### src/rtl/inst_queue_if.sv
// Fetch-to-decode handshake bundle for the instruction queue.
// slave modport: the queue itself; master modport: fetch unit / decoder side.
`ifndef ADDR_WIDTH
`define ADDR_WIDTH 32
`endif

interface inst_queue_if #(
  parameter int unsigned DEPTH_LOG = 4
);
  localparam int unsigned AW    = `ADDR_WIDTH;
  localparam int unsigned CNT_W = DEPTH_LOG + 1;

  // fetch side
  logic             valid_if_in;
  logic [31:0]      inst_if_in;
  logic [AW-1:0]    pc_if_in;
  logic             full_if_out;
  // decode side
  logic [31:0]      inst_dec_out;
  logic [AW-1:0]    pc_dec_out;
  logic             rdy_dec_out;
  logic             rdy_dispatch_dec_in;
  // status
  logic [CNT_W-1:0] count_out;

  modport slave (
    input  valid_if_in, inst_if_in, pc_if_in, rdy_dispatch_dec_in,
    output full_if_out, inst_dec_out, pc_dec_out, rdy_dec_out, count_out
  );

  modport master (
    output valid_if_in, inst_if_in, pc_if_in, rdy_dispatch_dec_in,
    input  full_if_out, inst_dec_out, pc_dec_out, rdy_dec_out, count_out
  );
endinterface

### src/rtl/inst_queue.sv
// Instruction queue: circular show-ahead FIFO between fetch and decode.
// Optional macro IQ_BYPASS_EN: an empty queue forwards the fetched word to
// the decoder in the same cycle, and drops it if the decoder takes it.
`ifndef ADDR_WIDTH
`define ADDR_WIDTH 32
`endif

module inst_queue #(
  parameter int unsigned DEPTH_LOG = 4
) (
  input  logic         clk_in,
  input  logic         rst_n_in,
  input  logic         rdy_in,
  input  logic         clear_in,
  inst_queue_if.slave  iq
);
  localparam int unsigned DEPTH = 1 << DEPTH_LOG;
  localparam int unsigned CNT_W = DEPTH_LOG + 1;
  localparam int unsigned AW    = `ADDR_WIDTH;
  localparam int unsigned IW    = 32;

  logic [DEPTH_LOG-1:0] head_q, head_d;
  logic [DEPTH_LOG-1:0] tail_q, tail_d;
  logic [CNT_W-1:0]     count_q, count_d;

  logic [IW-1:0] inst_mem_q [DEPTH];
  logic [AW-1:0] pc_mem_q   [DEPTH];

  logic full_c;
  logic nonempty_c;
  logic bypass_c;
  logic bypass_take_c;
  logic rdy_dec_c;
  logic wr_en_c;
  logic rd_en_c;

  // occupancy flags
  assign full_c     = (count_q == CNT_W'(DEPTH));
  assign nonempty_c = (count_q != '0);

  // same-cycle forwarding of the fetched word into an empty queue
`ifdef IQ_BYPASS_EN
  assign bypass_c = ~nonempty_c & rdy_in & iq.valid_if_in & ~clear_in;
`else
  assign bypass_c = 1'b0;
`endif
  assign bypass_take_c = bypass_c & iq.rdy_dispatch_dec_in;

  assign rdy_dec_c = nonempty_c | bypass_c;

  // a forwarded word consumed by the decoder never lands in storage;
  // a pop only ever removes a stored entry, so an empty queue cannot underflow
  assign wr_en_c = rdy_in & iq.valid_if_in & ~full_c & ~clear_in & ~bypass_take_c;
  assign rd_en_c = rdy_in & nonempty_c & iq.rdy_dispatch_dec_in & ~clear_in;

  // pointer and counter next-state; clear outranks push/pop, rdy_in low freezes
  always_comb begin
    head_d  = head_q;
    tail_d  = tail_q;
    count_d = count_q;
    if (rdy_in) begin
      if (clear_in) begin
        head_d  = '0;
        tail_d  = '0;
        count_d = '0;
      end else begin
        if (wr_en_c) tail_d = tail_q + DEPTH_LOG'(1);
        if (rd_en_c) head_d = head_q + DEPTH_LOG'(1);
        case ({wr_en_c, rd_en_c})
          2'b10:   count_d = count_q + CNT_W'(1);
          2'b01:   count_d = count_q - CNT_W'(1);
          default: count_d = count_q;
        endcase
      end
    end
  end

  // pointer and counter registers
  always_ff @(posedge clk_in or negedge rst_n_in) begin
    if (!rst_n_in) begin
      head_q  <= '0;
      tail_q  <= '0;
      count_q <= '0;
    end else begin
      head_q  <= head_d;
      tail_q  <= tail_d;
      count_q <= count_d;
    end
  end

  // entry storage; not reset, contents are only visible while count != 0
  always_ff @(posedge clk_in) begin
    if (wr_en_c) begin
      inst_mem_q[tail_q] <= iq.inst_if_in;
      pc_mem_q[tail_q]   <= iq.pc_if_in;
    end
  end

  // head presentation to the decoder
  always_comb begin
    iq.inst_dec_out = '0;
    iq.pc_dec_out   = '0;
    if (nonempty_c) begin
      iq.inst_dec_out = inst_mem_q[head_q];
      iq.pc_dec_out   = pc_mem_q[head_q];
    end else if (bypass_c) begin
      iq.inst_dec_out = iq.inst_if_in;
      iq.pc_dec_out   = iq.pc_if_in;
    end
  end

  assign iq.full_if_out = full_c;
  assign iq.rdy_dec_out = rdy_dec_c;
  assign iq.count_out   = count_q;

  // structural invariants: bounded occupancy, pointers consistent with count
  always_ff @(posedge clk_in) begin
    if (rst_n_in) begin
      assert (count_q <= CNT_W'(DEPTH))
        else $error("inst_queue: occupancy above depth");
      assert ((tail_q - head_q) == count_q[DEPTH_LOG-1:0])
        else $error("inst_queue: pointers disagree with occupancy");
    end
  end

endmodule

### src/flat_wrapper.sv
// flat-port wrapper written by rule: the top's interface ports become plain ports
module inst_queue_flat 
#(
  parameter int unsigned DEPTH_LOG = 4
)
  (clk_in, rst_n_in, rdy_in, clear_in, iq_valid_if_in, iq_inst_if_in, iq_pc_if_in, iq_rdy_dispatch_dec_in, iq_full_if_out, iq_inst_dec_out, iq_pc_dec_out, iq_rdy_dec_out, iq_count_out);
  inst_queue_if #(.DEPTH_LOG(DEPTH_LOG)) iq_i ();
  input  logic clk_in;
  input  logic rst_n_in;
  input  logic rdy_in;
  input  logic clear_in;
  input wire logic [$bits(iq_i.valid_if_in)-1:0] iq_valid_if_in;
  input wire logic [$bits(iq_i.inst_if_in)-1:0] iq_inst_if_in;
  input wire logic [$bits(iq_i.pc_if_in)-1:0] iq_pc_if_in;
  input wire logic [$bits(iq_i.rdy_dispatch_dec_in)-1:0] iq_rdy_dispatch_dec_in;
  output wire logic [$bits(iq_i.full_if_out)-1:0] iq_full_if_out;
  output wire logic [$bits(iq_i.inst_dec_out)-1:0] iq_inst_dec_out;
  output wire logic [$bits(iq_i.pc_dec_out)-1:0] iq_pc_dec_out;
  output wire logic [$bits(iq_i.rdy_dec_out)-1:0] iq_rdy_dec_out;
  output wire logic [$bits(iq_i.count_out)-1:0] iq_count_out;
  assign iq_i.valid_if_in = iq_valid_if_in;
  assign iq_i.inst_if_in = iq_inst_if_in;
  assign iq_i.pc_if_in = iq_pc_if_in;
  assign iq_i.rdy_dispatch_dec_in = iq_rdy_dispatch_dec_in;
  assign iq_full_if_out = iq_i.full_if_out;
  assign iq_inst_dec_out = iq_i.inst_dec_out;
  assign iq_pc_dec_out = iq_i.pc_dec_out;
  assign iq_rdy_dec_out = iq_i.rdy_dec_out;
  assign iq_count_out = iq_i.count_out;
  inst_queue #(.DEPTH_LOG(DEPTH_LOG)) u_core (.clk_in(clk_in), .rst_n_in(rst_n_in), .rdy_in(rdy_in), .clear_in(clear_in), .iq(iq_i));
endmodule
### config.mk
export PLATFORM = sky130hd
export DESIGN_NAME = inst_queue_flat
export DESIGN_NICKNAME = d
export VERILOG_FILES = /design/src/rtl/inst_queue_if.sv /design/src/rtl/inst_queue.sv /design/src/flat_wrapper.sv
export SDC_FILE = /design/constraint.sdc
export NUM_CORES = 1
export LEC_CHECK = 0
export BUFFER_PORTS_ARGS = -buffer_cell sky130_fd_sc_hd__buf_2
export CELL_PAD_IN_SITES_DETAIL_PLACEMENT = 1
export CELL_PAD_IN_SITES_GLOBAL_PLACEMENT = 2
export CORE_ASPECT_RATIO = 0.8
export CORE_MARGIN = 5
export CORE_UTILIZATION = 50
export CTS_CLUSTER_DIAMETER = 50
export DETAILED_ROUTE_END_ITERATION = 7
export PLACE_DENSITY = 0.89
export SYNTH_ARGS = -nofsm -noshare
export SYNTH_HDL_FRONTEND = slang
export SYNTH_SLANG_ARGS = --single-unit
export TNS_END_PERCENT = 30
### constraint.sdc
create_clock -name clk_in -period 6.18 [get_ports clk_in]
set_input_delay 1.236 -clock clk_in [delete_from_list [all_inputs] [get_ports clk_in]]
set_output_delay 1.236 -clock clk_in [all_outputs]
set_load 0.02 [all_outputs]
==> flow_summary.ini <==
[clock_network]
htree_levels = 3
root_buffer = clkbuf_16
cts_tree = done
path_clk_slew_ns = 0.07
cts_resized = 0
post-cts-setup-buffers = 0
cts.sink_count = 1037
hold_buffers = 0
cts_buffers = 99
clkLatencyLatePin_ns = 0.68
clockBufferDepth = 3

[die]
die_y_um = 262.2
core_um2 = 78850
rows = 92
die_w_um = 325.2
start_util_pct = 50.40
ios = 141
dieArea_um2 = 85250

[route]
viasPerCell = 6.227
route.detailed.drc = 0
wl_per_cell_um = 32.51
num_vias = 18260
drt_iter0_drc = 2037
ant_nets = 0
wirelength_um = 95360
dr.pass1.iters = 5

[synth]
mappedNetlistArea_um2 = 39740
ys_ff_latch = 1037
synth-seq-area-share_pct = 78.20
yosys_warnings = 0
synth_edf_count = 1024
ys_types = 43
synthFlopType = edfxtp_1
syn-num-nets = 1692
postSynthCellCount = 1615
synthArstFlopShare_pct = 1.254
avgSynthCellArea_um2 = 24.61

[sta]
period_minus_slack_ns = 4.930
maxSlewViolCount = 0
timing.final.crit_share_pct = 79.78
setup_tns_ns = 0
hold_violations = 0
finalSetupViolations = 0
tightest_slew_ns = 1.313
rsz0062_at_grt = no
hold_slack_ns = 0.4506
skew_ns = 0.03080
fmax_mhz = 202.8
slew-limit-headroom_pct = 12.27

[critical_path]
critPathMostFrequentCell = mux4_2
worstPathMaxFanout = 50
required_ns = 4.94
worst_setup_path_start_kind = register
critical-path-max-stage-delay_ns = 1.12
r2r-start = u_core.iq.count_out[2]
critPathKind = register to output pin
path_buf_inv = 2
slowest_stage = dfrtp_4
endpoint_kind = output pin
rr_worst_depth = 6
worst-path-stages = 5
crit_arrival_ns = 3.69
critPathLaunch = u_core.head_q[0]
crit_chain = buf_4 > mux4_2 > mux4_2 > and2_1 > buf_2
cp-endpoint = iq_pc_dec_out[23]
timing.rr.end = u_core.inst_mem_q[14][19]
r2r_setup_slack_ns = 2.69
cp_top_family = flip-flops

[cells_and_area]
syn_to_final_growth_pct = 13.62
final_area_um2 = 45150
nets = 1893
mostFrequentLayoutCells = edfxtp_1 (1,024), mux4_2 (320), buf_2 (140), clkbuf_16 (102), and2_1 (65)
final_common_cell = edfxtp_1
final_util_pct = 57.26
layout-drive-gt1-share_pct = 35.28

[placed_design]
place_area_um2 = 41990
hpwl_um = 50550
portBuffers = 140
place_congestion = 0.7152

[pwr]
p_per_area_nw_per_um2 = 413.2
ir_drop_v = 0.0002959
p_leak_nw = 14.05
p_total_w = 0.01866

[flow_run]
drv_cap = 0

[global_routing]
grt_pass1_vias = 20060
grt_usage_pct = 22.63
antenna_found_initial = 11
grt_max_degree = 80
grt_pass1_wl_um = 139900
grt_overflow = 0

[outcome]
status = completed

[min_path]
hold_path.class = input pin to async pin
## worst register-to-register path, delay by kind of cell (launching register included)
family	cells	cell delay, ns
AO/OA/AOI/OAI	1	0.27
buffers and inverters	1	0.66
flip-flops	1	0.52
AND/OR/NAND/NOR	4	1.63
## report_power, final
part / internal (W) / switching [W]
clock network: 0.00334 / 0.00259
registers: 0.00784 / 0.000256
logic: 0.00226 / 0.00237
## per-stage QoR
| stage | worst slack (ns) | cells |
|---|---|---|
| 2_1_floorplan | 1.264 | 1615 |
| 3_3_place_gp | 1.901 | 2749 |
| 3_5_place_dp | 1.847 | 2749 |
| 4_1_cts | 1.117 | 2930 |
| 5_1_grt | 1.032 | 2930 |
| 6_report | 1.250 | 2933 |
## kinds of logic after synthesis
kind of cell	Yosys count	synth area share [%]
XOR/XNOR	4	0.08817
flip-flops	1037	78.20
multiplexers	322	18.19
AND/OR/NAND/NOR	117	1.763
adder cells (fa/ha/maj)	7	0.2204
AO/OA/AOI/OAI	31	0.5447
buffers and inverters	97	1.001
## worst min-delay path by stage
| stage | start | to | slack (ns) | cells past startpoint |
|---|---|---|---|---|
| 6_report | rst_n_in | u_core.tail_q[1] | 0.45 | 1 |
| 5_1_grt | rst_n_in | u_core.tail_q[1] | 0.45 | 1 |
| 4_1_cts | rst_n_in | u_core.tail_q[1] | 0.43 | 1 |
| 3_5_place_dp | u_core.iq.count_out[3] | u_core.iq.count_out[3] | 0.57 | 2 |
| 3_3_place_gp | u_core.iq.count_out[3] | u_core.iq.count_out[3] | 0.55 | 2 |
| 2_1_floorplan | u_core.tail_q[0] | u_core.tail_q[0] | 0.52 | 1 |
## synthesized netlist by cell type, types with 2 or more instances
master	instances	area (µm²)
and2_1	73	456.7
ha_1	7	87.58
o21ai_0	5	25.02
nor2b_1	2	12.51
xnor2_1	2	17.52
mux2i_1	2	20.02
or3_1	2	12.51
inv_1	13	48.80
mux4_2	320	7207
buf_1	6	22.52
buf_2	27	135.1
nand3_1	3	15.01
a21oi_1	8	40.04
nand2b_1	3	18.77
nor4_1	3	18.77
dfrtp_1	13	325.3
xor2_1	2	17.52
nand2_1	8	30.03
a211o_1	2	17.52
or2_2	2	12.51
nor2_1	11	41.29
o22ai_1	5	31.28
a21o_1	2	15.01
clkbuf_1	51	191.4
edfxtp_1	1024	30750
o31ai_1	2	15.01
## final cells by class
cell class                      count  area, µm²
Clock buffer                      126       2653
Multi-Input combinational cell    481       8354
Timing Repair Buffer              184       1206
Inverter                           13      51.30
Antenna cell                        3      7.507
Tap cell                         1034       1294
Fill cell                        6457      33700
Clock inverter                     55      499.2
Sequential cell                  1037      31090
## state kept, by name, summed over array words and instances, names as in the netlist
register / cells
u_core.head_q: 4
u_core.inst_mem_q: 512
u_core.iq.count_out: 5
u_core.pc_mem_q: 512
u_core.tail_q: 4
## per-layer routing
layer	wire length, µm	global-route usage, %	vias up
met5	59	0	-
met4	1847	4.980	10
met3	6294	4.397	132
met2	50500	40.39	765
met1	36650	29.40	9987
li1	-	-	7369
Power figures use the tool's default switching activity.
